[config.mk]
export PLATFORM = sky130hd
export DESIGN_NAME = dcache_controller
export DESIGN_NICKNAME = d
export VERILOG_FILES = /design/src/rtl/dcache_controller.sv
export SDC_FILE = /design/constraint.sdc
export NUM_CORES = 1
export LEC_CHECK = 0
export CAP_MARGIN = 10
export CORE_MARGIN = 2
export CORE_UTILIZATION = 65
export CTS_BUF_LIST = sky130_fd_sc_hd__clkbuf_4
export DETAILED_ROUTE_END_ITERATION = 6
export HOLD_SLACK_MARGIN = 0.06
export PLACE_DENSITY = 0.9
export SLEW_MARGIN = 20
export SYNTH_ARGS = -nofsm -noshare
export SYNTH_HDL_FRONTEND = slang
export SYNTH_SLANG_ARGS = --single-unit
[constraint.sdc]
create_clock -name clock -period 5.6 [get_ports clock]
set_clock_uncertainty 0.05 [all_clocks]
set_input_delay 1.12 -clock clock [delete_from_list [all_inputs] [get_ports clock]]
set_output_delay 1.12 -clock clock [all_outputs]
set_load 0.005 [all_outputs]
[src/rtl/dcache_controller.sv]
// Direct-mapped write-back/write-allocate data cache; refills and evicts 4-byte blocks as byte beats.
// Ports: clock/reset, cpu_* load/store side, mem_* byte memory initiator, hit_count/miss_count (DCACHE_STATS_EN).
module dcache_controller #(
  parameter int ADDR_W   = 8,
  parameter int DATA_W   = 8,
  parameter int INDEX_W  = 3,
  parameter int OFFSET_W = 2
) (
  input  logic              clock,
  input  logic              reset,
  input  logic              cpu_read,
  input  logic              cpu_write,
  input  logic [ADDR_W-1:0] cpu_address,
  input  logic [DATA_W-1:0] cpu_writedata,
  output logic [DATA_W-1:0] cpu_readdata,
  output logic              cpu_busywait,
  output logic              mem_read,
  output logic              mem_write,
  output logic [ADDR_W-1:0] mem_address,
  output logic [DATA_W-1:0] mem_writedata,
  input  logic [DATA_W-1:0] mem_readdata,
  input  logic              mem_busywait,
  output logic [15:0]       hit_count,
  output logic [15:0]       miss_count
);

  localparam int TAG_W = ADDR_W - INDEX_W - OFFSET_W;
  localparam int NBLK  = 1 << INDEX_W;
  localparam int NBYTE = 1 << OFFSET_W;

  typedef enum logic [1:0] {
    S_IDLE,
    S_WBACK,
    S_FETCH,
    S_UPDATE
  } state_e;

  state_e state_q, state_d;

  logic [TAG_W-1:0]    tag_w;
  logic [INDEX_W-1:0]  idx_w;
  logic [OFFSET_W-1:0] off_w;
  assign {tag_w, idx_w, off_w} = cpu_address;

  logic              valid_q [NBLK];
  logic              dirty_q [NBLK];
  logic [TAG_W-1:0]  tag_q   [NBLK];
  logic [DATA_W-1:0] data_q  [NBLK][NBYTE];

  logic [OFFSET_W-1:0] beat_q, beat_d;
  logic                mrd_q, mrd_d;
  logic                mwr_q, mwr_d;
  logic [ADDR_W-1:0]   maddr_q, maddr_d;
  logic [DATA_W-1:0]   mwdata_q, mwdata_d;

  logic rd_req, wr_req, acc, hit;
  logic wr_hit, fill_we, upd;

  assign rd_req = cpu_read & ~cpu_write;
  assign wr_req = cpu_write & ~cpu_read;
  assign acc    = rd_req | wr_req;
  assign hit    = valid_q[idx_w] && (tag_q[idx_w] == tag_w);

  assign cpu_busywait = (acc && !hit) || (state_q != S_IDLE);
  assign cpu_readdata = (rd_req && hit) ? data_q[idx_w][off_w] : '0;

  assign mem_read      = mrd_q;
  assign mem_write     = mwr_q;
  assign mem_address   = maddr_q;
  assign mem_writedata = mwdata_q;

  logic [ADDR_W-1:0] wb_addr, fe_addr;
  assign wb_addr = {tag_q[idx_w], idx_w, beat_q};
  assign fe_addr = {tag_w, idx_w, beat_q};

  // A beat completes on an edge with the request high and memory not busy;
  // the request then drops for one gap cycle before the next beat is issued.
  always_comb begin
    state_d  = state_q;
    beat_d   = beat_q;
    mrd_d    = 1'b0;
    mwr_d    = 1'b0;
    maddr_d  = maddr_q;
    mwdata_d = mwdata_q;
    wr_hit   = 1'b0;
    fill_we  = 1'b0;
    upd      = 1'b0;
    unique case (state_q)
      S_IDLE: begin
        if (acc && hit) begin
          wr_hit = wr_req;
        end else if (acc) begin
          if (valid_q[idx_w] && dirty_q[idx_w]) begin
            state_d  = S_WBACK;
            mwr_d    = 1'b1;
            maddr_d  = wb_addr;
            mwdata_d = data_q[idx_w][beat_q];
          end else begin
            state_d = S_FETCH;
            mrd_d   = 1'b1;
            maddr_d = fe_addr;
          end
        end
      end
      S_WBACK: begin
        if (mwr_q) begin
          if (!mem_busywait) begin
            beat_d = beat_q + 1'b1;
            if (beat_q == '1) state_d = S_FETCH;
          end else begin
            mwr_d = 1'b1;
          end
        end else begin
          mwr_d    = 1'b1;
          maddr_d  = wb_addr;
          mwdata_d = data_q[idx_w][beat_q];
        end
      end
      S_FETCH: begin
        if (mrd_q) begin
          if (!mem_busywait) begin
            fill_we = 1'b1;
            beat_d  = beat_q + 1'b1;
            if (beat_q == '1) state_d = S_UPDATE;
          end else begin
            mrd_d = 1'b1;
          end
        end else begin
          mrd_d   = 1'b1;
          maddr_d = fe_addr;
        end
      end
      S_UPDATE: begin
        upd     = 1'b1;
        state_d = S_IDLE;
      end
      default: state_d = S_IDLE;
    endcase
  end

  always_ff @(posedge clock) begin
    if (reset) begin
      state_q  <= S_IDLE;
      beat_q   <= '0;
      mrd_q    <= 1'b0;
      mwr_q    <= 1'b0;
      maddr_q  <= '0;
      mwdata_q <= '0;
    end else begin
      state_q  <= state_d;
      beat_q   <= beat_d;
      mrd_q    <= mrd_d;
      mwr_q    <= mwr_d;
      maddr_q  <= maddr_d;
      mwdata_q <= mwdata_d;
    end
  end

  always_ff @(posedge clock) begin
    if (reset) begin
      for (int i = 0; i < NBLK; i++) begin
        valid_q[i] <= 1'b0;
        dirty_q[i] <= 1'b0;
      end
    end else begin
      if (wr_hit) dirty_q[idx_w] <= 1'b1;
      if (upd) begin
        valid_q[idx_w] <= 1'b1;
        dirty_q[idx_w] <= 1'b0;
      end
    end
  end

  always_ff @(posedge clock) begin
    if (wr_hit) data_q[idx_w][off_w] <= cpu_writedata;
    if (fill_we) data_q[idx_w][beat_q] <= mem_readdata;
    if (upd) tag_q[idx_w] <= tag_w;
  end

`ifdef DCACHE_STATS_EN
  // replay_q marks the post-refill retry so it is counted as the miss it was.
  logic        replay_q;
  logic [15:0] hit_q, miss_q;
  logic        done;
  assign done = (state_q == S_IDLE) && acc && hit;

  always_ff @(posedge clock) begin
    if (reset) begin
      replay_q <= 1'b0;
      hit_q    <= '0;
      miss_q   <= '0;
    end else begin
      if (upd) replay_q <= 1'b1;
      else if (done) replay_q <= 1'b0;
      if (done) begin
        if (replay_q) begin
          if (miss_q != 16'hFFFF) miss_q <= miss_q + 16'd1;
        end else begin
          if (hit_q != 16'hFFFF) hit_q <= hit_q + 16'd1;
        end
      end
    end
  end

  assign hit_count  = hit_q;
  assign miss_count = miss_q;
`else
  assign hit_count  = '0;
  assign miss_count = '0;
`endif

endmodule

### After elaboration in Yosys (flattened, before gate mapping)

Memories as Yosys holds them, arrays and structs flattened.
Index checks and enable logic that the tools add are counted.

* memories: 4
* bits in registers: 22
* memory bits (writable): 296
* input port bits: 29
* word-level logic and storage cells: 195
* output and inout bits: 59

* bitwise operators: 40
* add/sub/neg operators: 1
* $lt $le $gt $ge: 4
* mux-type cells: 104
* reduce and logical (&&, ||, !) cells: 20
* equal/unequal tests: 16

Memory list
* data_q: words 8, bits a word 32, read ports 1, clocked after Yosys merged registers in 0, wr ports 1, line 48 `logic [DATA_W-1:0] data_q [NBLK][NBYTE];`
* tag_q: words 8, bits a word 3, read ports 1, clocked after Yosys merged registers in 0, wr ports 1, line 47 `logic [TAG_W-1:0] tag_q [NBLK];`
* dirty_q: words 8, bits a word 1, read ports 1, clocked after Yosys merged registers in 0, wr ports 8, line 46 `logic dirty_q [NBLK];`
* valid_q: words 8, bits a word 1, read ports 1, clocked after Yosys merged registers in 0, wr ports 8, line 45 `logic valid_q [NBLK];`

Operator list (number)
* two-way mux 8 bit: 16
* two-way mux 32 bit: 2
* two-way mux 1 bit: 62
* OR 1 bit: 34
* binary-select mux 8 bit (select 2 bit): 2
* demux 8 bit (select 2 bit): 2
* two-way mux 2 bit: 12
* case mux 8 bit (3 select lines): 1
* != test 2 bit (second input constant): 11
* case mux 8 bit (2 select lines): 1
* AND reduction 5 bit: 2
* case mux 2 bit (4 select lines): 1
* AND reduction 8 bit: 1
* logical AND 1 bit: 7
* equality test 2 bit (second input constant): 3
* >= comparator 3 bit (second input constant): 2
* less-than comparator 3 x 1 -> 1 bit (second input constant): 2
* two-way mux 3 bit: 2
* inverter 2 -> 3 bit: 2
* nonzero test 2 bit: 3
* case mux 1 bit (2 select lines): 2
* case mux 2 bit (2 select lines): 1
* equality test 3 bit: 1
* AND reduction 3 bit: 1
* other kinds (9): 12

### Logic depth before layout (Yosys ltp)

Gate-level depths: netlist of run 1.

* word-level depth: 12
* depth in mapped cells: 12
* mapped depth without buffers: 7

### Worst setup path before layout of run 1

Ideal clock, no wire load.

* kind: input-to-output
* start point: input cpu_address[3]
* end point: output cpu_readdata[1]
* arrival: 3.356 ns
* path buffers: 6
* slack: 1.074 ns
* data required time: 4.430 ns
* stages on the path: 11
* cells stage by stage: buf_2 -> buf_2 -> buf_2 -> buf_2 -> buf_2 -> clkbuf_1 -> mux2i_1 -> o211ai_1 -> a21oi_1 -> mux4_2 -> nor2_1

* cells in the longest elaborated chain, start to end: 5
* elaborated cells between the ends (all ways): 10
* those cells by class: 1 x eq/ne; 4 x mux; 2 x reduce/logical; 3 x memory

Ends and longest elaborated chain
* start, declared: line 13 `input logic [ADDR_W-1:0] cpu_address,`
* memory read (8 x 32 bit) or memory read (8 x 3 bit) (tied branches)
* binary-select mux 8 bit (select 2 bit) or equality test 3 bit (tied branches): line 65, 62
* two-way mux 8 bit (not written as such) or logical AND 1 bit (tied branches): line 65, 62
* two-way mux 8 bit (not written as such) or logical AND 1 bit (tied branches): line 65 `assign cpu_readdata = (rd_req && hit) ? data_q[idx_w][off_w] : '0;`
* two-way mux 8 bit *: line 65
* end, declared: line 15 `output logic [DATA_W-1:0] cpu_readdata,`

Mark *: on every way between the ends. The rest lies on a longest branch, timed or not. The select of a mux whose other input is x is not followed.

### Worst setup path after layout of run 1

* start point: input cpu_address[4]
* end point: output cpu_readdata[2]

Same word-level chain as after synthesis.

==> impl_metrics.py, run 1 <==
metrics = {
    "status": {
        "status": "complete, but fails checks",
        "violations": "DRC",
    },
    "grt": {
        "groute.usage.overall_pct": 32.52,
        "grt_pass1_vias": 9130,
        "antenna_found_initial": 1,
        "grt_pass1_wl_mm": 53.18,
        "gr-total-overflow": 0,
        "grt_max_degree": 44,
    },
    "setup_path": {
        "slowest_delay_ps": 600,
        "path_max_fanout": 21,
        "crit_chain": "buf_2, clkinv_1, buf_4, a221o_1, a222oi_1, mux4_2, nor2_1, clkdlybuf4s50_1",
        "end_kind": "output port",
        "critPathSlowestCell": "a222oi_1",
        "r2r_cells": 7,
        "crit_start": "cpu_address[4]",
        "setup.worst_path.start_class": "input port",
        "required_ps": 4430,
        "crit_family": "buffers and inverters",
        "r2r_start": "tag_q[2][1]$_DFFE_PP_",
        "cp.arrival_ps": 4050,
        "r2r_end": "data_q[5][12]$_DFFE_PP_",
        "cp_num_buf_inv": 4,
        "reg2reg_slack_ps": 1910,
        "path_depth": 8,
        "critical_path_class": "input port to output port",
        "crit_end": "cpu_readdata[2]",
    },
    "timing": {
        "rsz0062_at_grt": "false",
        "slew_violations": 0,
        "setup_ws_ps": 378.8,
        "setup_viol": 0,
        "fin_setup_tns_ps": 0,
        "fin_crit_ps": 5221,
        "slew_headroom_pct": 37.64,
        "fmax_mhz": 191.5,
        "hold_viol": 0,
        "fin_crit_sh_pct": 93.24,
        "worst_pin_slew_ps": 925.6,
    },
    "routing": {
        "first_iter_violations": 1530,
        "wire_per_inst_um": 25.73,
        "viasPerCell": 6.723,
        "drt_wl_total_mm": 35.93,
        "drc": 4,
        "first_pass_iters": 7,
        "drtAntennaViolNets": 0,
        "via_count": 9386,
    },
    "floorplan": {
        "die_y_um": 150.9,
        "row_count": 53,
        "initial_core_util_pct": 66.48,
        "die-area_sq_mm": 0.02276,
        "coreArea_sq_mm": 0.02109,
        "dieWidth_um": 150.9,
        "ios": 88,
    },
    "placed_design": {
        "port_buffers": 55,
        "routabilityCongestion": 1.058,
        "dp_hpwl_mm": 24.38,
        "post-place-ws_ps": 581.9,
    },
    "yosys": {
        "synth_top_area_share_pct": 61.69,
        "synth_area_sq_mm": 0.01402,
        "yosysSeqAreaShare_pct": 65.97,
        "synth_cell_types": 59,
        "syn_inst": 940,
        "synth-edff-count": 288,
        "yosysWarnings": 0,
        "synth_area_leaders": "edfxtp_1 (62%), mux4_2 (6.4%), dfxtp_1 (4.3%)",
        "syn_avg_cell_area_sq_um": 14.91,
        "async_flop_share_pct": 0,
        "synth_ff_type": "edfxtp_1",
        "ys_ff_latch": 318,
        "synth_area_leader_cell": "edfxtp_1",
    },
    "clock_network": {
        "cts_resized": 0,
        "cts_tree": "done",
        "clock_sinks": 318,
        "clock_path_buffers": 3,
        "cts_setup_buffers": 0,
        "worstSkewPairLatency_ps": 700,
        "ctsRootBufferMaster": "clkbuf_4",
        "path_clk_slew_ps": 60,
        "htree_levels": 3,
        "cts_hold_buffers": 0,
        "cts_buffers": 78,
    },
    "power": {
        "p_per_area_mw_per_mm2": 313.2,
        "vdd_drop_max_uv": 197.6,
        "p_leak_nw": 5.527,
    },
    "worst_hold_path": {
        "holdCritPathClass": "register to register",
    },
    "layout": {
        "syn2layout_area_growth_pct": 13.14,
        "final_layout_size_suffix_gt1_share_pct": 23.48,
        "finalNetCount": 1115,
    },
    "job": {
        "maxCapViolCount": 0,
    },
}
==> logic make-up (layout without fill, tap and decap cells) <==
| kind of cell | after synthesis | in the layout | share of synthesized area, % |
|---|---|---|---|
| adders and majority gates | 10 | 10 | 0.8925 |
| other | 1 | 33 | 0.02675 |
| and+or+nand+nor | 205 | 205 | 6.961 |
| muxes | 122 | 122 | 12.82 |
| buffers and inverters | 103 | 252 | 3.838 |
| DFF | 318 | 318 | 65.97 |
| xor gates and xnor gates | 1 | 1 | 0.06248 |
| AOI/OAI and AO/OA | 180 | 180 | 9.425 |
==> sequential cells by signal, summed over array words and instances, names as in the netlist <==
signal         cells
data_q           256
tag_q             24
dirty_q            8
mem_address        8
mem_writedata      8
valid_q            8
beat_q             2
state_q            2
mem_read           1
mem_write          1
==> metal layers <==
metal  wire (um)  vias to the layer above  global-route usage, %  part of all wire [%]
li1            -                     3910                      -                     -
met1       12480                     4419                  41.64                    35
met2       16220                      842                  50.00                    45
met3        4885                      215                  9.819                    14
met4        2338                        0                  18.55                   6.5
met5           0                        -                      0                     0
==> layout by cell type (no fill, tap or decap), types with 7 or more instances in the layout <==
master and count:
a22oi_1 19, o21ai_0 28, edfxtp_1 288, nand2b_1 11, mux2i_1 33, a221oi_1 16, and2_1 16, o21a_1 8
and3_1 15, nor2_1 62, o211ai_1 9, clkinv_1 21, ha_1 10, buf_4 54, inv_1 13, clkdlybuf4s50_1 52
or3_1 7, nand2_1 67, clkbuf_4 102, o22ai_1 11, mux4_2 40, nor2b_1 8, a21boi_0 11, a21oi_1 31
mux2_2 48, a22o_1 8, dfxtp_1 30, conb_1 32
==> where the power goes <==
group / switching [W] / internal [W] / leakage, nW / total (W)
logic: 0.000336 / 0.000231 / 2.17 / 0.000567
registers: 0.0000298 / 0.00262 / 2.84 / 0.00265
clock network: 0.000870 / 0.000879 / 0.524 / 0.00175
==> worst reg2reg max path: stages, from the launching register on <==
cell,delay [ps]
edfxtp_1,370
mux4_1,480
nand2_1,110
a21oi_1,80
or4b_4,570
or3_4,440
o41a_4,520
nor2_1,650
==> through the flow <==
| stage | power [W] | hold slack (ps) | util, % | instance area (sq um) | std cells |
|---|---|---|---|---|---|
| finish | 0.004968 | 408.7 | 75.22 | 15860 | 1396 |
| detailed placement | 0.003245 | 396.3 | 71.04 | 14980 | 1270 |
| floorplan | 0.003055 | 385.1 | - | 14140 | 971 |
| global placement | 0.003229 | 391.5 | 71.04 | 14980 | 1270 |
| CTS | 0.004962 | 409.6 | 75.17 | 15850 | 1394 |
| global route | 0.005131 | 427.9 | 75.22 | 15860 | 1396 |
==> how the worst min path moves through the flow <==
| stage | startpoint | end | slack [ps] | depth (start not counted) |
|---|---|---|---|---|
| after floorplan | valid_q[2]$_DFF_P_ | valid_q[2]$_DFF_P_ | 390 | 1 |
| after global placement | valid_q[2]$_DFF_P_ | valid_q[2]$_DFF_P_ | 390 | 1 |
| after detailed placement | mem_writedata[5]$_SDFFE_PP0P_ | mem_writedata[5]$_SDFFE_PP0P_ | 400 | 2 |
| after CTS | mem_writedata[5]$_SDFFE_PP0P_ | mem_writedata[5]$_SDFFE_PP0P_ | 410 | 2 |
| after global routing | valid_q[4]$_DFF_P_ | valid_q[4]$_DFF_P_ | 430 | 1 |
| final | mem_writedata[5]$_SDFFE_PP0P_ | mem_writedata[5]$_SDFFE_PP0P_ | 410 | 2 |
==> cell usage after synthesis (13+ instances only) <==
cell type / count
edfxtp_1: 288
nand2_1: 67
nor2_1: 62
mux2_2: 48
mux4_2: 40
mux2i_1: 33
buf_4: 32
a21oi_1: 31
clkbuf_1: 31
dfxtp_1: 30
o21ai_0: 28
a22oi_1: 19
a221oi_1: 16
and2_1: 16
and3_1: 15
buf_2: 13
inv_1: 13
==> final cells by class <==
cell class / count / area [sq um]
clock buffer: 101 / 758.2
sequential: 318 / 9249
antenna: 1 / 2.502
timing repair buffer: 110 / 978.4
fill: 1211 / 5226
tap: 275 / 344.1
clock inverter: 23 / 112.6
inverter: 18 / 67.56
multi-input combinational: 550 / 4349
No activity file was read; power rests on OpenSTA's default activity.
==> run 2: changes to the inputs <==
Settings changed: CORE_UTILIZATION 65 to 40, PLACE_DENSITY 0.9 to 0.62.
==> impl_metrics.py, run 2 (synthesis gave the netlist of run 1 again) <==
metrics = {
    "clock_network": {
        "cts_buffers": 84,
        "worstSkewPairLatency_ps": 720,
        "cts_hold_buffers": 0,
        "cts_tree": "done",
        "clock_sinks": 318,
        "path_clk_slew_ps": 70,
        "ctsRootBufferMaster": "clkbuf_4",
        "cts_resized": 0,
        "cts_setup_buffers": 0,
        "clock_path_buffers": 3,
        "htree_levels": 3,
    },
    "grt": {
        "grt_pass1_vias": 8885,
        "groute.usage.overall_pct": 20.89,
        "grt_max_degree": 50,
        "antenna_found_initial": 1,
        "gr-total-overflow": 0,
        "grt_pass1_wl_mm": 55.55,
    },
    "timing": {
        "fin_setup_tns_ps": 0,
        "hold_viol": 0,
        "fmax_mhz": 187.4,
        "worst_pin_slew_ps": 836.6,
        "setup_viol": 0,
        "fin_crit_ps": 5336,
        "fin_crit_sh_pct": 95.28,
        "timing.hold.ws_ps": 401.8,
        "slew_headroom_pct": 44.11,
        "setup_ws_ps": 264.2,
        "rsz0062_at_grt": "false",
        "slew_violations": 0,
    },
    "routing": {
        "wire_per_inst_um": 23.62,
        "drt_wl_total_mm": 37.67,
        "drc": 0,
        "via_count": 8806,
        "viasPerCell": 5.521,
        "first_pass_iters": 5,
        "drtAntennaViolNets": 0,
        "first_iter_violations": 903,
    },
    "setup_path": {
        "cp.arrival_ps": 4170,
        "crit_chain": "buf_4, buf_12, nor2b_1, a22oi_1, o21ai_0, nor2_1, mux4_2, nor2_1, clkdlybuf4s50_1",
        "critPathSlowestCell": "nor2b_1",
        "r2r_start": "tag_q[1][1]$_DFFE_PP_",
        "path_depth": 9,
        "critical_path_class": "input port to output port",
        "cpMostUsedCell": "nor2_1",
        "setup.worst_path.start_class": "input port",
        "crit_family": "buffers and inverters",
        "required_ps": 4430,
        "path_max_fanout": 32,
        "slowest_delay_ps": 690,
        "end_kind": "output port",
        "crit_start": "cpu_address[3]",
        "r2r_cells": 8,
        "cp_num_buf_inv": 3,
    },
    "power": {
        "finalPower_w": 0.005123,
        "pwr-share-comb_pct": 11.2,
        "p_leak_nw": 5.637,
        "p_per_area_mw_per_mm2": 314.5,
        "netSwitchingFraction_pct": 24.83,
        "seqPwrFrac_pct": 51.8,
        "p_switching_w": 0.001272,
        "vdd_drop_max_uv": 219.3,
        "internal-power_w": 0.003851,
        "clkPwrFrac_pct": 37.1,
    },
    "layout": {
        "final_common_cell": "edfxtp_1",
        "largest_reg_flops": 256,
        "finalNetCount": 1127,
        "fin_area_sq_mm": 0.01629,
        "syn2layout_area_growth_pct": 16.19,
        "final_cell_mix": "edfxtp_1 (288), clkbuf_4 (122), nand2_1 (67)",
        "regMostFlops": "data_q",
        "top_regs": "data_q x256, tag_q x24",
        "final_layout_size_suffix_gt1_share_pct": 25.64,
    },
    "floorplan": {
        "die_y_um": 191.2,
        "die-area_sq_mm": 0.03656,
        "row_count": 68,
        "dieWidth_um": 191.2,
        "ios": 88,
        "coreArea_sq_mm": 0.03454,
        "initial_core_util_pct": 40.59,
    },
    "job": {
        "maxCapViolCount": 0,
    },
    "worst_hold_path": {
        "holdCritPathClass": "register to register",
        "min_from": "mem_writedata[3]$_SDFFE_PP0P_",
        "hold_depth": 2,
    },
    "placed_design": {
        "dp_hpwl_mm": 26.01,
        "routabilityCongestion": 0.8765,
        "port_buffers": 55,
        "post-place-ws_ps": 351.6,
        "dpl_cell_area_sq_mm": 0.01530,
    },
    "status": {
        "status": "finished, final reports clean",
    },
}
[run 2: cell types whose count changed in the layout (fill, tap and decap cells not counted)]
cell,change
clkbuf_4,+20
clkinv_1,-10
buf_4,+4
buf_12,+3
clkinvlp_4,+3
inv_2,-3
clkinv_2,+2
bufinv_16,-1
inv_6,+1
[run 2: metrics by stage]
stage	utilization [%]	std cells
2_1_floorplan	-	971
3_3_place_gp	44.28	1457
3_5_place_dp	44.28	1457
4_1_cts	47.15	1594
5_1_grt	47.16	1595
6_report	47.16	1595
[run 2: path summary, 6_finish.rpt]
path                                   endpoint  slack (ps)
hold reg to reg   mem_writedata[3]$_SDFFE_PP0P_         400
hold / removal    mem_writedata[3]$_SDFFE_PP0P_         400
setup reg to reg        data_q[7][28]$_DFFE_PP_        1990
setup / recovery                cpu_readdata[7]         260
[run 2: power groups by stage]
stage          logic [W]  clock network [W]  registers, W
5_1_grt         0.000618            0.00207       0.00265
3_5_place_dp    0.000565                  0       0.00270
3_3_place_gp    0.000559                  0       0.00270
2_1_floorplan   0.000365                  0       0.00269
4_1_cts         0.000568            0.00195       0.00265
6_report        0.000572            0.00190       0.00265
[run 2: worst reg2reg max path, cell delays in order, from the launching register on]
cell and delay (ps):
edfxtp_1 350, mux4_1 490, nand2_1 100, a21oi_1 70
or4b_4 570, or3_4 440, o41a_4 510, nor2_1 440
buf_4 290
[run 2: layout make-up]
cell class	count	area, sq um
diodes	1	2.502
flip-flops and latches	318	9249
clock inverters	15	75.07
inverters	18	67.56
clock buffers	122	915.9
well taps	455	569.3
multi-input cells	550	4349
fillers	3078	18250
repair buffers	116	1061
[run 2: routing by layer]
metal	wire, um	vias to the layer above	share of wire [%]	track usage, %
met5	30	-	0.080	0.6868
met4	1254	2	3.3	8.787
met3	3313	73	8.8	5.765
met2	17360	433	46	32.00
met1	15720	4348	42	27.96
li1	-	3950	-	-
